[src/rtl/off_chip_pkg.sv]
// Shared definitions for the off-chip link blocks.
//   - ser_state_e : serializer FSM state encoding (3 bits)
//   - FRAME_BITS  : bits per frame for the default 16-bit word (start + data + parity + stop)
//   - *_LVL       : serial line levels for start, stop and idle
package off_chip_pkg;

  localparam int DATA_W_DEF = 16;
  localparam int FRAME_BITS = DATA_W_DEF + 3;

  localparam logic START_LVL = 1'b0;
  localparam logic STOP_LVL  = 1'b1;
  localparam logic IDLE_LVL  = 1'b1;

  typedef enum logic [2:0] {
    ST_IDLE   = 3'd0,
    ST_START  = 3'd1,
    ST_DATA   = 3'd2,
    ST_PARITY = 3'd3,
    ST_STOP   = 3'd4
  } ser_state_e;

endpackage

[src/rtl/sync_fifo.sv]
// Single-clock FIFO with show-ahead read data.
// Ports:
//   clk, rst_n      clock, asynchronous active-low reset
//   push, wdata     write request and word; ignored when full unless a pop happens on the same edge
//   pop             read request; ignored when empty
//   rdata           word at the head of the FIFO (valid while !empty)
//   full, empty     registered occupancy flags
//   count           registered occupancy, 0..2**FIFO_AW
module sync_fifo #(
  parameter int DATA_W  = 16,
  parameter int FIFO_AW = 3
) (
  input  logic               clk,
  input  logic               rst_n,
  input  logic               push,
  input  logic [DATA_W-1:0]  wdata,
  input  logic               pop,
  output logic [DATA_W-1:0]  rdata,
  output logic               full,
  output logic               empty,
  output logic [FIFO_AW:0]   count
);

  localparam int DEPTH = 2 ** FIFO_AW;
  localparam logic [FIFO_AW:0] DEPTH_C = (FIFO_AW + 1)'(DEPTH);

  logic [DATA_W-1:0]  mem_r [DEPTH];
  logic [FIFO_AW-1:0] wr_ptr_r;
  logic [FIFO_AW-1:0] rd_ptr_r;
  logic [FIFO_AW:0]   count_r;
  logic [FIFO_AW:0]   count_next_s;
  logic               full_r;
  logic               empty_r;
  logic               do_pop_s;
  logic               do_push_s;

  // A full FIFO still accepts a word when the head leaves on the same edge.
  assign do_pop_s  = pop & ~empty_r;
  assign do_push_s = push & (~full_r | do_pop_s);

  // Next occupancy; push+pop together leaves it unchanged.
  always_comb begin
    count_next_s = count_r;
    case ({do_push_s, do_pop_s})
      2'b10:   count_next_s = count_r + (FIFO_AW + 1)'(1);
      2'b01:   count_next_s = count_r - (FIFO_AW + 1)'(1);
      default: count_next_s = count_r;
    endcase
  end

  // Storage array; no reset needed, contents are only read while counted valid.
  always_ff @(posedge clk) begin
    if (do_push_s) begin
      mem_r[wr_ptr_r] <= wdata;
    end
  end

  // Pointers (wrap modulo depth by width), occupancy and flags.
  always_ff @(posedge clk or negedge rst_n) begin
    if (!rst_n) begin
      wr_ptr_r <= '0;
      rd_ptr_r <= '0;
      count_r  <= '0;
      full_r   <= 1'b0;
      empty_r  <= 1'b1;
    end else begin
      if (do_push_s) begin
        wr_ptr_r <= wr_ptr_r + FIFO_AW'(1);
      end
      if (do_pop_s) begin
        rd_ptr_r <= rd_ptr_r + FIFO_AW'(1);
      end
      count_r <= count_next_s;
      full_r  <= (count_next_s == DEPTH_C);
      empty_r <= (count_next_s == '0);
    end
  end

  assign rdata = mem_r[rd_ptr_r];
  assign full  = full_r;
  assign empty = empty_r;
  assign count = count_r;

endmodule

[src/rtl/lfsr_word_serializer.sv]
// Buffers words from the LFSR pattern generator and sends each as a serial frame:
// start(0), DATA_W data bits MSB-first, even parity, stop(1); CLK_DIV clocks per bit.
// Ports:
//   clk, rst_n   clock, asynchronous active-low reset
//   wr_cmd       1-cycle write strobe qualifying datain
//   datain       word to send
//   clr_stats    synchronous clear of overflow and words_sent
//   ser_out      serial line, idle high (registered)
//   ser_frame    high for every cycle of a frame (registered)
//   fifo_full    FIFO holds 2**FIFO_AW words
//   fifo_empty   FIFO holds no words
//   overflow     sticky: a word was dropped
//   words_sent   completed frames, wraps modulo 2^16
module lfsr_word_serializer
  import off_chip_pkg::*;
#(
  parameter int DATA_W  = 16,
  parameter int FIFO_AW = 3,
  parameter int CLK_DIV = 4
) (
  input  logic               clk,
  input  logic               rst_n,
  input  logic               wr_cmd,
  input  logic [DATA_W-1:0]  datain,
  input  logic               clr_stats,
  output logic               ser_out,
  output logic               ser_frame,
  output logic               fifo_full,
  output logic               fifo_empty,
  output logic               overflow,
  output logic [15:0]        words_sent
);

  localparam int BIT_W = $clog2(DATA_W + 1);
  localparam logic [7:0]       DIV_LAST = 8'(CLK_DIV - 1);
  localparam logic [BIT_W-1:0] BIT_LAST = BIT_W'(DATA_W - 1);

  // Even parity bit: makes the count of 1s over word+parity even.
  function automatic logic even_parity(input logic [DATA_W-1:0] word);
    even_parity = ^word;
  endfunction

  ser_state_e         state_r;
  logic [7:0]         div_r;
  logic [BIT_W-1:0]   bit_r;
  logic [DATA_W-1:0]  shift_r;
  logic               parity_r;
  logic               ser_out_r;
  logic               ser_frame_r;
  logic               overflow_r;
  logic [15:0]        words_sent_r;

  logic [DATA_W-1:0]  fifo_rdata_s;
  logic               fifo_full_s;
  logic               fifo_empty_s;
  logic [FIFO_AW:0]   fifo_count_s;
  logic               has_word_s;
  logic               div_last_s;
  logic               pop_s;
  logic               drop_s;
  logic               frame_end_s;

  assign has_word_s  = (fifo_count_s != '0);
  assign div_last_s  = (div_r == DIV_LAST);
  assign frame_end_s = (state_r == ST_STOP) & div_last_s;
  // Words leave the FIFO only when a frame starts: from IDLE, or straight out of STOP.
  assign pop_s       = has_word_s & ((state_r == ST_IDLE) | frame_end_s);
  assign drop_s      = wr_cmd & fifo_full_s & ~pop_s;

  sync_fifo #(
    .DATA_W  (DATA_W),
    .FIFO_AW (FIFO_AW)
  ) u_fifo (
    .clk   (clk),
    .rst_n (rst_n),
    .push  (wr_cmd),
    .wdata (datain),
    .pop   (pop_s),
    .rdata (fifo_rdata_s),
    .full  (fifo_full_s),
    .empty (fifo_empty_s),
    .count (fifo_count_s)
  );

  // Frame FSM: line level and frame flag are registered together with the state they belong to.
  always_ff @(posedge clk or negedge rst_n) begin
    if (!rst_n) begin
      state_r     <= ST_IDLE;
      div_r       <= 8'd0;
      bit_r       <= '0;
      shift_r     <= '0;
      parity_r    <= 1'b0;
      ser_out_r   <= IDLE_LVL;
      ser_frame_r <= 1'b0;
    end else begin
      case (state_r)
        ST_IDLE: begin
          div_r <= 8'd0;
          bit_r <= '0;
          if (pop_s) begin
            state_r     <= ST_START;
            shift_r     <= fifo_rdata_s;
            parity_r    <= even_parity(fifo_rdata_s);
            ser_out_r   <= START_LVL;
            ser_frame_r <= 1'b1;
          end else begin
            ser_out_r   <= IDLE_LVL;
            ser_frame_r <= 1'b0;
          end
        end
        ST_START: begin
          if (div_last_s) begin
            state_r   <= ST_DATA;
            div_r     <= 8'd0;
            bit_r     <= '0;
            ser_out_r <= shift_r[DATA_W-1];
          end else begin
            div_r <= div_r + 8'd1;
          end
        end
        ST_DATA: begin
          if (div_last_s) begin
            div_r <= 8'd0;
            if (bit_r == BIT_LAST) begin
              state_r   <= ST_PARITY;
              ser_out_r <= parity_r;
            end else begin
              // The next line value is the bit that becomes MSB after this shift.
              bit_r     <= bit_r + BIT_W'(1);
              shift_r   <= {shift_r[DATA_W-2:0], 1'b0};
              ser_out_r <= shift_r[DATA_W-2];
            end
          end else begin
            div_r <= div_r + 8'd1;
          end
        end
        ST_PARITY: begin
          if (div_last_s) begin
            state_r   <= ST_STOP;
            div_r     <= 8'd0;
            ser_out_r <= STOP_LVL;
          end else begin
            div_r <= div_r + 8'd1;
          end
        end
        ST_STOP: begin
          if (div_last_s) begin
            div_r <= 8'd0;
            bit_r <= '0;
            if (pop_s) begin
              // Back-to-back frame: no idle cycle between stop and the next start.
              state_r     <= ST_START;
              shift_r     <= fifo_rdata_s;
              parity_r    <= even_parity(fifo_rdata_s);
              ser_out_r   <= START_LVL;
              ser_frame_r <= 1'b1;
            end else begin
              state_r     <= ST_IDLE;
              ser_out_r   <= IDLE_LVL;
              ser_frame_r <= 1'b0;
            end
          end else begin
            div_r <= div_r + 8'd1;
          end
        end
        default: begin
          state_r     <= ST_IDLE;
          div_r       <= 8'd0;
          bit_r       <= '0;
          ser_out_r   <= IDLE_LVL;
          ser_frame_r <= 1'b0;
        end
      endcase
    end
  end

  // Statistics: a same-edge drop or frame end takes priority over the clear.
  always_ff @(posedge clk or negedge rst_n) begin
    if (!rst_n) begin
      overflow_r   <= 1'b0;
      words_sent_r <= 16'd0;
    end else begin
      if (drop_s) begin
        overflow_r <= 1'b1;
      end else if (clr_stats) begin
        overflow_r <= 1'b0;
      end else begin
        overflow_r <= overflow_r;
      end
      if (frame_end_s) begin
        words_sent_r <= clr_stats ? 16'd1 : (words_sent_r + 16'd1);
      end else if (clr_stats) begin
        words_sent_r <= 16'd0;
      end else begin
        words_sent_r <= words_sent_r;
      end
    end
  end

  assign ser_out    = ser_out_r;
  assign ser_frame  = ser_frame_r;
  assign fifo_full  = fifo_full_s;
  assign fifo_empty = fifo_empty_s;
  assign overflow   = overflow_r;
  assign words_sent = words_sent_r;

endmodule
[config.mk]
export PLATFORM = sky130hd
export DESIGN_NAME = lfsr_word_serializer
export DESIGN_NICKNAME = d
export VERILOG_FILES = /design/src/rtl/off_chip_pkg.sv /design/src/rtl/sync_fifo.sv /design/src/rtl/lfsr_word_serializer.sv
export SDC_FILE = /design/constraint.sdc
export NUM_CORES = 1
export LEC_CHECK = 0
export BUFFER_PORTS_ARGS = -buffer_cell sky130_fd_sc_hd__buf_2
export CAP_MARGIN = 20
export CORE_MARGIN = 10
export CORE_UTILIZATION = 23
export CTS_CLUSTER_DIAMETER = 200
export CTS_CLUSTER_SIZE = 24
export DETAILED_ROUTE_END_ITERATION = 8
export GPL_ROUTABILITY_DRIVEN = 1
export RECOVER_POWER = 50
export SETUP_SLACK_MARGIN = 0.2
export SYNTH_ARGS = -nofsm -noshare
export SYNTH_HDL_FRONTEND = slang
export SYNTH_SLANG_ARGS = --single-unit
export TNS_END_PERCENT = 5
[constraint.sdc]
create_clock -name clk -period 5.2 [get_ports clk]
set_input_delay 1.04 -clock clk [delete_from_list [all_inputs] [get_ports clk]]
set_output_delay 1.04 -clock clk [all_outputs]
set_load 0.005 [all_outputs]
==> flow_metrics.tcl, run 1 <==
set metrics [dict create \
    grt_usage_pct 7.82 \
    ios 41 \
    post-route-period-util_pct 81.6 \
    cts_tree "built" \
    nets 611 \
    cts-root-buf "clkbuf_16" \
    clock_path_buffers 2 \
    swShare_pct 33.6 \
    total_leakage_power_uw 0.00340 \
    ys_warn_count 0 \
    synth_compound_area_share_pct 4.22 \
    seq_power_share_pct 40.6 \
    wl_per_cell_um 15.5 \
    p_comb_share_pct 33.5 \
    setup_tns_ns 0 \
    die_area_sq_um 42800 \
    start_util_pct 23.3 \
    grt_remaining_overflow 0 \
    antenna_left 0 \
    cts.sinks 192 \
    cp.arrival_ns 4.58 \
    crit_fanout 14 \
    start_kind "flip-flop" \
    synth_fa_ha_area_share_pct 1.40 \
    total_power_uw 5340 \
    yosys.area_share.simple_pct 8.18 \
    fin_skew_ns 0.0137 \
    drt-total-wl_mm 16.2 \
    clock_latency_ns 0.44 \
    seq_area_frac_synth_pct 67.8 \
    worst_pin_slew_ns 2.03 \
    fillers 3524 \
    insertedDiodeCount 0 \
    ys_types 40 \
    finalCriticalPeriod_ns 4.25 \
    clk_pin_slew_ns 0.07 \
    syn_avg_cell_area_sq_um 15.0 \
    io_buffers 40 \
    hpwl_mm 10.1 \
    ir_drop_uv 324 \
    setup_violations 0 \
    synth-edff-count 128 \
    hold_viol 0 \
    ctsHtreeMaxLevel 4 \
    synth.area.mux_share_pct 11.6 \
    synth_cells 534 \
    vias 4309 \
    outcome "finished with violations" \
    grt_pass1_wl_mm 25.3 \
    powerDensity_nw_per_um2 567 \
    async_reset_ff_share_pct 33.3 \
    antenna_found_initial 0 \
    p_int_uw 3550 \
    syn_area_sq_um 8030 \
    final-seq-area_sq_um 5450 \
    violations "capacitance limit, slew limit" \
    ys_ff_latch 192 \
    cts-resized-gates 0 \
    num_rows 68 \
    place_congestion 0.745 \
    grt_max_degree 36 \
    post-cts-setup-buffers 0 \
    die_w_um 207 \
    area_delta_synth_final_pct 17.3 \
    max_freq_ghz 0.236 \
    place_ws_ns 1.01 \
    critPathRequiredTime_ns 5.53 \
    drtPass1Iterations 5 \
    drv_cap 2 \
    drt_iter0_drc 267 \
    synth_flop_cell "edfxtp_1" \
    coreArea_sq_um 34500 \
    p_clk_share_pct 25.9 \
    rsz0062_at_grt "no" \
    multi_input_area_sq_um 2480 \
    cts_hold_buf 0 \
    drv_slew 67 \
    drive_gt1_share_pct 18.0 \
    synth_top_family_by_area "multiplexers" \
    drc 0 \
    maxSlewHeadroom_pct -35.6 \
    critical_path_class "flip-flop to flip-flop" \
    finalWorstSetupSlack_ns 0.954 \
    power.switching_uw 1790 \
    worstSetupEndpointType "flip-flop" \
    grt_pass1_vias 4280 \
    synth_xor_area_share_pct 5.23 \
    synth_fp_nets 563 \
    min_path_type "flip-flop to flip-flop" \
    chipHeight_um 207 \
    cts_made_buffers 17 \
    avgViaCountPerCell 4.11 \
]
==> registers in the layout, indices dropped and copies added, names as in the netlist <==
name,count
bit_r,5
div_r,8
overflow,1
parity_r,1
ser_frame,1
ser_out,1
shift_r,16
state_r,3
u_fifo.count,4
u_fifo.empty,1
u_fifo.full,1
u_fifo.mem_r,128
u_fifo.rd_ptr_r,3
u_fifo.wr_ptr_r,3
words_sent,16
==> worst max-delay path, cell delays in order, from the launching register on <==
cell and delay [ns]:
dfrtp_1 0.41, or4_1 0.58, or3_1 0.57, a2111o_1 0.61, nor2_4 0.20, o21a_4 0.17, inv_2 0.09, ha_1 0.27
xor2_1 0.18, ha_1 0.19, a21oi_1 0.17, xor2_1 0.17, nor2_1 0.07, xor2_1 0.17, nor4_1 0.30
==> layout make-up <==
cell class	instances	area share (%)
sequential	192	57.9
multi-input combinational	311	26.4
tap	455	6.04
clock buffer	18	4.56
timing repair buffer	53	2.82
clock inverter	13	2.07
inverter	7	0.279
==> power groups by stage <==
| stage | registers [uW] | clock network, uW | logic [uW] |
|---|---|---|---|
| 2_1_floorplan | 2070 | 0 | 1480 |
| 3_3_place_gp | 2190 | 0 | 1810 |
| 3_5_place_dp | 2200 | 0 | 1820 |
| 4_1_cts | 2170 | 1410 | 1820 |
| 5_1_grt | 2210 | 1480 | 1990 |
| 6_report | 2170 | 1390 | 1790 |
==> path summary, 6_finish.rpt <==
path	from	end	slack [ns]	cells after the start
max	div_r[4]$_DFF_PN0_	u_fifo.full$_DFF_PN0_	0.95	14
min	shift_r[8]$_DFFE_PN0P_	shift_r[8]$_DFFE_PN0P_	0.48	2
max reg2reg	div_r[4]$_DFF_PN0_	u_fifo.full$_DFF_PN0_	0.95	14
min reg2reg	shift_r[8]$_DFFE_PN0P_	shift_r[8]$_DFFE_PN0P_	0.48	2
max in group asynchronous	rst_n	u_fifo.rd_ptr_r[0]$_DFFE_PN0P_	1.55	2
min in group asynchronous	rst_n	words_sent[10]$_DFFE_PN0P_	1.17	1
==> placed cells by master, fill, tap and decap left out, types with 12 or more instances in the layout <==
master,n
o21ai_0,41
clkbuf_1,23
buf_2,20
xor2_1,24
nor2_1,38
clkbuf_16,17
mux4_2,32
xnor2_1,24
edfxtp_1,128
nand2_1,54
nand3_1,12
dfrtp_1,61
mux2i_1,19
==> through the flow <==
stage          cell area (sq um)  std cells  util, %  hold WS [ns]
2_1_floorplan               8030        534        -         0.445
3_3_place_gp                8830       1018     25.6         0.457
3_5_place_dp                8830       1018     25.6         0.466
4_1_cts                     9460       1049     27.4         0.480
5_1_grt                     9420       1049     27.3         0.508
6_report                    9420       1049     27.3         0.475
==> logic make-up after synthesis <==
kind of cell / count (synthesis)
muxes: 53
adders and majority gates: 9
buffers and inverters: 31
and+or+nand+nor: 143
DFF: 192
xor gates and xnor gates: 48
AOI/OAI and AO/OA: 58
==> cells in the mapped netlist, types with 2 or more instances <==
cell type  count  area share [%]
nor2b_1        3            0.23
a21oi_1        5            0.31
inv_1          6            0.28
nand2_1       54             2.5
nand2b_1       5            0.39
dfstp_2        2            0.65
edfxtp_1     128              48
nand3b_1       2            0.19
clkbuf_1      18            0.84
ha_1           9             1.4
mux2i_1       19             2.4
o31a_1         2            0.22
mux2_2         2            0.28
mux4_2        32             9.0
nor3_1         6            0.37
nor2_1        38             1.8
xor2_1        24             2.6
nor4_1         5            0.39
nand3_1       12            0.75
xnor2_1       24             2.6
o32a_1         2            0.25
buf_1          2           0.094
dfrtp_1       62              19
o21ai_0       41             2.6
buf_2          4            0.25
and3_1         7            0.55
nand4_1        6            0.47
a31oi_1        2            0.16
==> per-layer routing <==
layer / routed length, um / track usage (%) / vias up
met5: 0 / 0 / -
met4: 269 / 3.42 / 0
met3: 610 / 1.70 / 12
met2: 7690 / 12.1 / 57
met1: 7660 / 10.3 / 2169
li1: - / - / 2071
No activity file was read; power rests on OpenSTA's default activity.
==> run 2, diff against run 1 <==
clock period = 4.07 ns   (was 5.2 ns; I/O delays follow)
==> run 2 against run 1 <==
  * The run still ends with capacitance limit, slew limit left
  * Largest cell class unchanged
  * Critical path depth did not move
  * Power rose by 29%
  * Hold slack improved by 0.0060 ns
  * Combinational power rose by 32%
  * Maximum frequency rose by 15%
  * Highest routed layer unchanged
  * Utilization rose by 0.34 points
  * Largest power group unchanged
  * Cell area rose by 1.2%
==> flow_metrics.tcl, run 2 (synthesized netlist as in run 1, its figures left out) <==
set metrics [dict create \
    fin_util_pct 27.7 \
    avgViaCountPerCell 4.16 \
    grt_usage_pct 7.78 \
    layout_commonest_cell "edfxtp_1" \
    crit_fanout 8 \
    hp-start "shift_r[1]$_DFFE_PN0P_" \
    worst_hold_path.endpoint "shift_r[1]$_DFFE_PN0P_" \
    drt-total-wl_mm 16.1 \
    antenna_found_initial 0 \
    cts.sinks 192 \
    grt_remaining_overflow 0 \
    area_delta_synth_final_pct 18.7 \
    chipHeight_um 207 \
    place_congestion 0.735 \
    drc 0 \
    path_common_cell "xor2_1" \
    nets 625 \
    antenna_left 0 \
    total_power_uw 6880 \
    drv_slew 33 \
    post-route-period-util_pct 90.6 \
    cts_hold_buf 0 \
    final_cell_mix "edfxtp_1, dfrtp_1, nand2_1" \
    r2r-end "u_fifo.full$_DFF_PN0_" \
    cts_tree "built" \
    maxSlewHeadroom_pct -16.2 \
    setup_violations 0 \
    max_stage_delay_ns 0.55 \
    worst_pin_slew_ns 1.74 \
    min_path_type "flip-flop to flip-flop" \
    coreArea_sq_um 34500 \
    die_area_sq_um 42800 \
    vias 4418 \
    fin_cells 1063 \
    ios 41 \
    worstSetupEndpointType "flip-flop" \
    finalWorstSetupSlack_ns 0.383 \
    drive_gt1_share_pct 19.9 \
    drt_iter0_drc 229 \
    hpwl_mm 10.3 \
    clock_path_buffers 2 \
    largest_register "u_fifo.mem_r" \
    insertedDiodeCount 0 \
    fin_skew_ns 0.0224 \
    reg2reg_slack_ns 0.38 \
    cts-root-buf "clkbuf_16" \
    start_util_pct 23.3 \
    outcome "finished with violations" \
    cts_made_buffers 17 \
    fillers 3501 \
    io_buffers 40 \
    finalCriticalPeriod_ns 3.69 \
    start_kind "flip-flop" \
    grt_pass1_wl_mm 25.4 \
    grt_pass1_vias 4369 \
    wl_per_cell_um 15.2 \
    ir_drop_uv 527 \
    drtPass1Iterations 4 \
    total_leakage_power_uw 0.00345 \
    ctsHtreeMaxLevel 4 \
    grt_max_degree 34 \
    critPathRequiredTime_ns 4.39 \
    dp.cells 1030 \
    critical_path_class "flip-flop to flip-flop" \
    rr_worst_depth 14 \
    cp.arrival_ns 4.00 \
    hold_viol 0 \
    setup_tns_ns 0 \
    violations "capacitance limit, slew limit" \
    crit_chain "or4_4 > or3_1 > a2111o_1 > nor2_4 > o21a_4 > inv_2 > ha_2 > xor2_1 > ha_1 > a21oi_1 > xor2_1 > nor2_1 > xor2_1 > nor4_1" \
    min_path_cells 2 \
    largest_reg_flops 128 \
    drv_cap 1 \
    powerDensity_nw_per_um2 722 \
    place_ws_ns 0.218 \
    num_rows 68 \
    reg2reg_from "div_r[4]$_DFF_PN0_" \
    clock_latency_ns 0.44 \
    die_w_um 207 \
    slowest_stage "or4_4" \
    max_freq_ghz 0.271 \
    rsz0062_at_grt "no" \
    clk_pin_slew_ns 0.07 \
]
-- run 2: cell types whose count changed in the layout (fill, tap and decap cells not counted), sizes merged --
cell,delta
buf,+10
clkbuf,+3
inv,+3
bufinv,-1
clkinv,-1
-- run 2: worst max-delay path, delay by kind of cell, from the launching register on --
family	cells	cell delay (ns)
and+or+nand+nor	5	1.45
adders and majority gates	2	0.42
AOI/OAI and AO/OA	3	0.72
buffers and inverters	1	0.10
DFF	1	0.41
xor gates and xnor gates	3	0.48
-- run 2: repair_timing --
| action | 4_1_cts | 5_1_grt |
|---|---|---|
| pin swaps | 1 | 2 |
| resized for setup | 0 | 3 |
| setup endpoints to repair | 1 | 2 |
| buffers inserted | 1 | 1 |
-- run 2: metal layers --
layer	vias up	global-route usage, %	part of all wire [%]
li1	2106	-	-
met1	2226	10.5	48
met2	76	11.9	46
met3	10	2.17	4.7
met4	0	2.17	0.77
met5	-	0	0
-- run 2: area by class of cell --
type	instances	area (sq um)	area share [%]
Clock inverter	14	183	1.92
Sequential cell	192	5450	57.1
Multi-Input combinational cell	311	2510	26.3
Clock buffer	17	425	4.46
Inverter	7	26.3	0.276
Tap cell	455	569	5.97
Timing Repair Buffer	67	375	3.94
-- run 2: report_power, final --
group / switching (uW) / leakage (uW) / internal, uW
Combinational: 1210 / 0.00117 / 1140
Sequential: 324 / 0.00199 / 2470
Clock: 788 / 0.000300 / 937
-- run 2: how the worst max path moves through the flow --
| stage | from | endpoint | slack [ns] | depth (start not counted) |
|---|---|---|---|---|
| detailed placement | div_r[4]$_DFF_PN0_ | u_fifo.full$_DFF_PN0_ | 0.22 | 14 |
| CTS | div_r[4]$_DFF_PN0_ | u_fifo.full$_DFF_PN0_ | 0.27 | 14 |
| finish | div_r[4]$_DFF_PN0_ | u_fifo.full$_DFF_PN0_ | 0.38 | 14 |
| global placement | div_r[4]$_DFF_PN0_ | u_fifo.empty$_DFF_PN1_ | 0.25 | 14 |
| global route | rst_n | shift_r[6]$_DFFE_PN0P_ | 0.21 | 3 |
| floorplan | div_r[4]$_DFF_PN0_ | u_fifo.mem_r[1][0]$_DFFE_PP_ | 0.19 | 8 |
-- run 2: metrics by stage --
stage	cell area, sq um	hold slack [ns]
2_1_floorplan	8040	0.445
3_3_place_gp	8940	0.455
3_5_place_dp	8940	0.466
4_1_cts	9560	0.444
5_1_grt	9540	0.504
6_report	9540	0.481
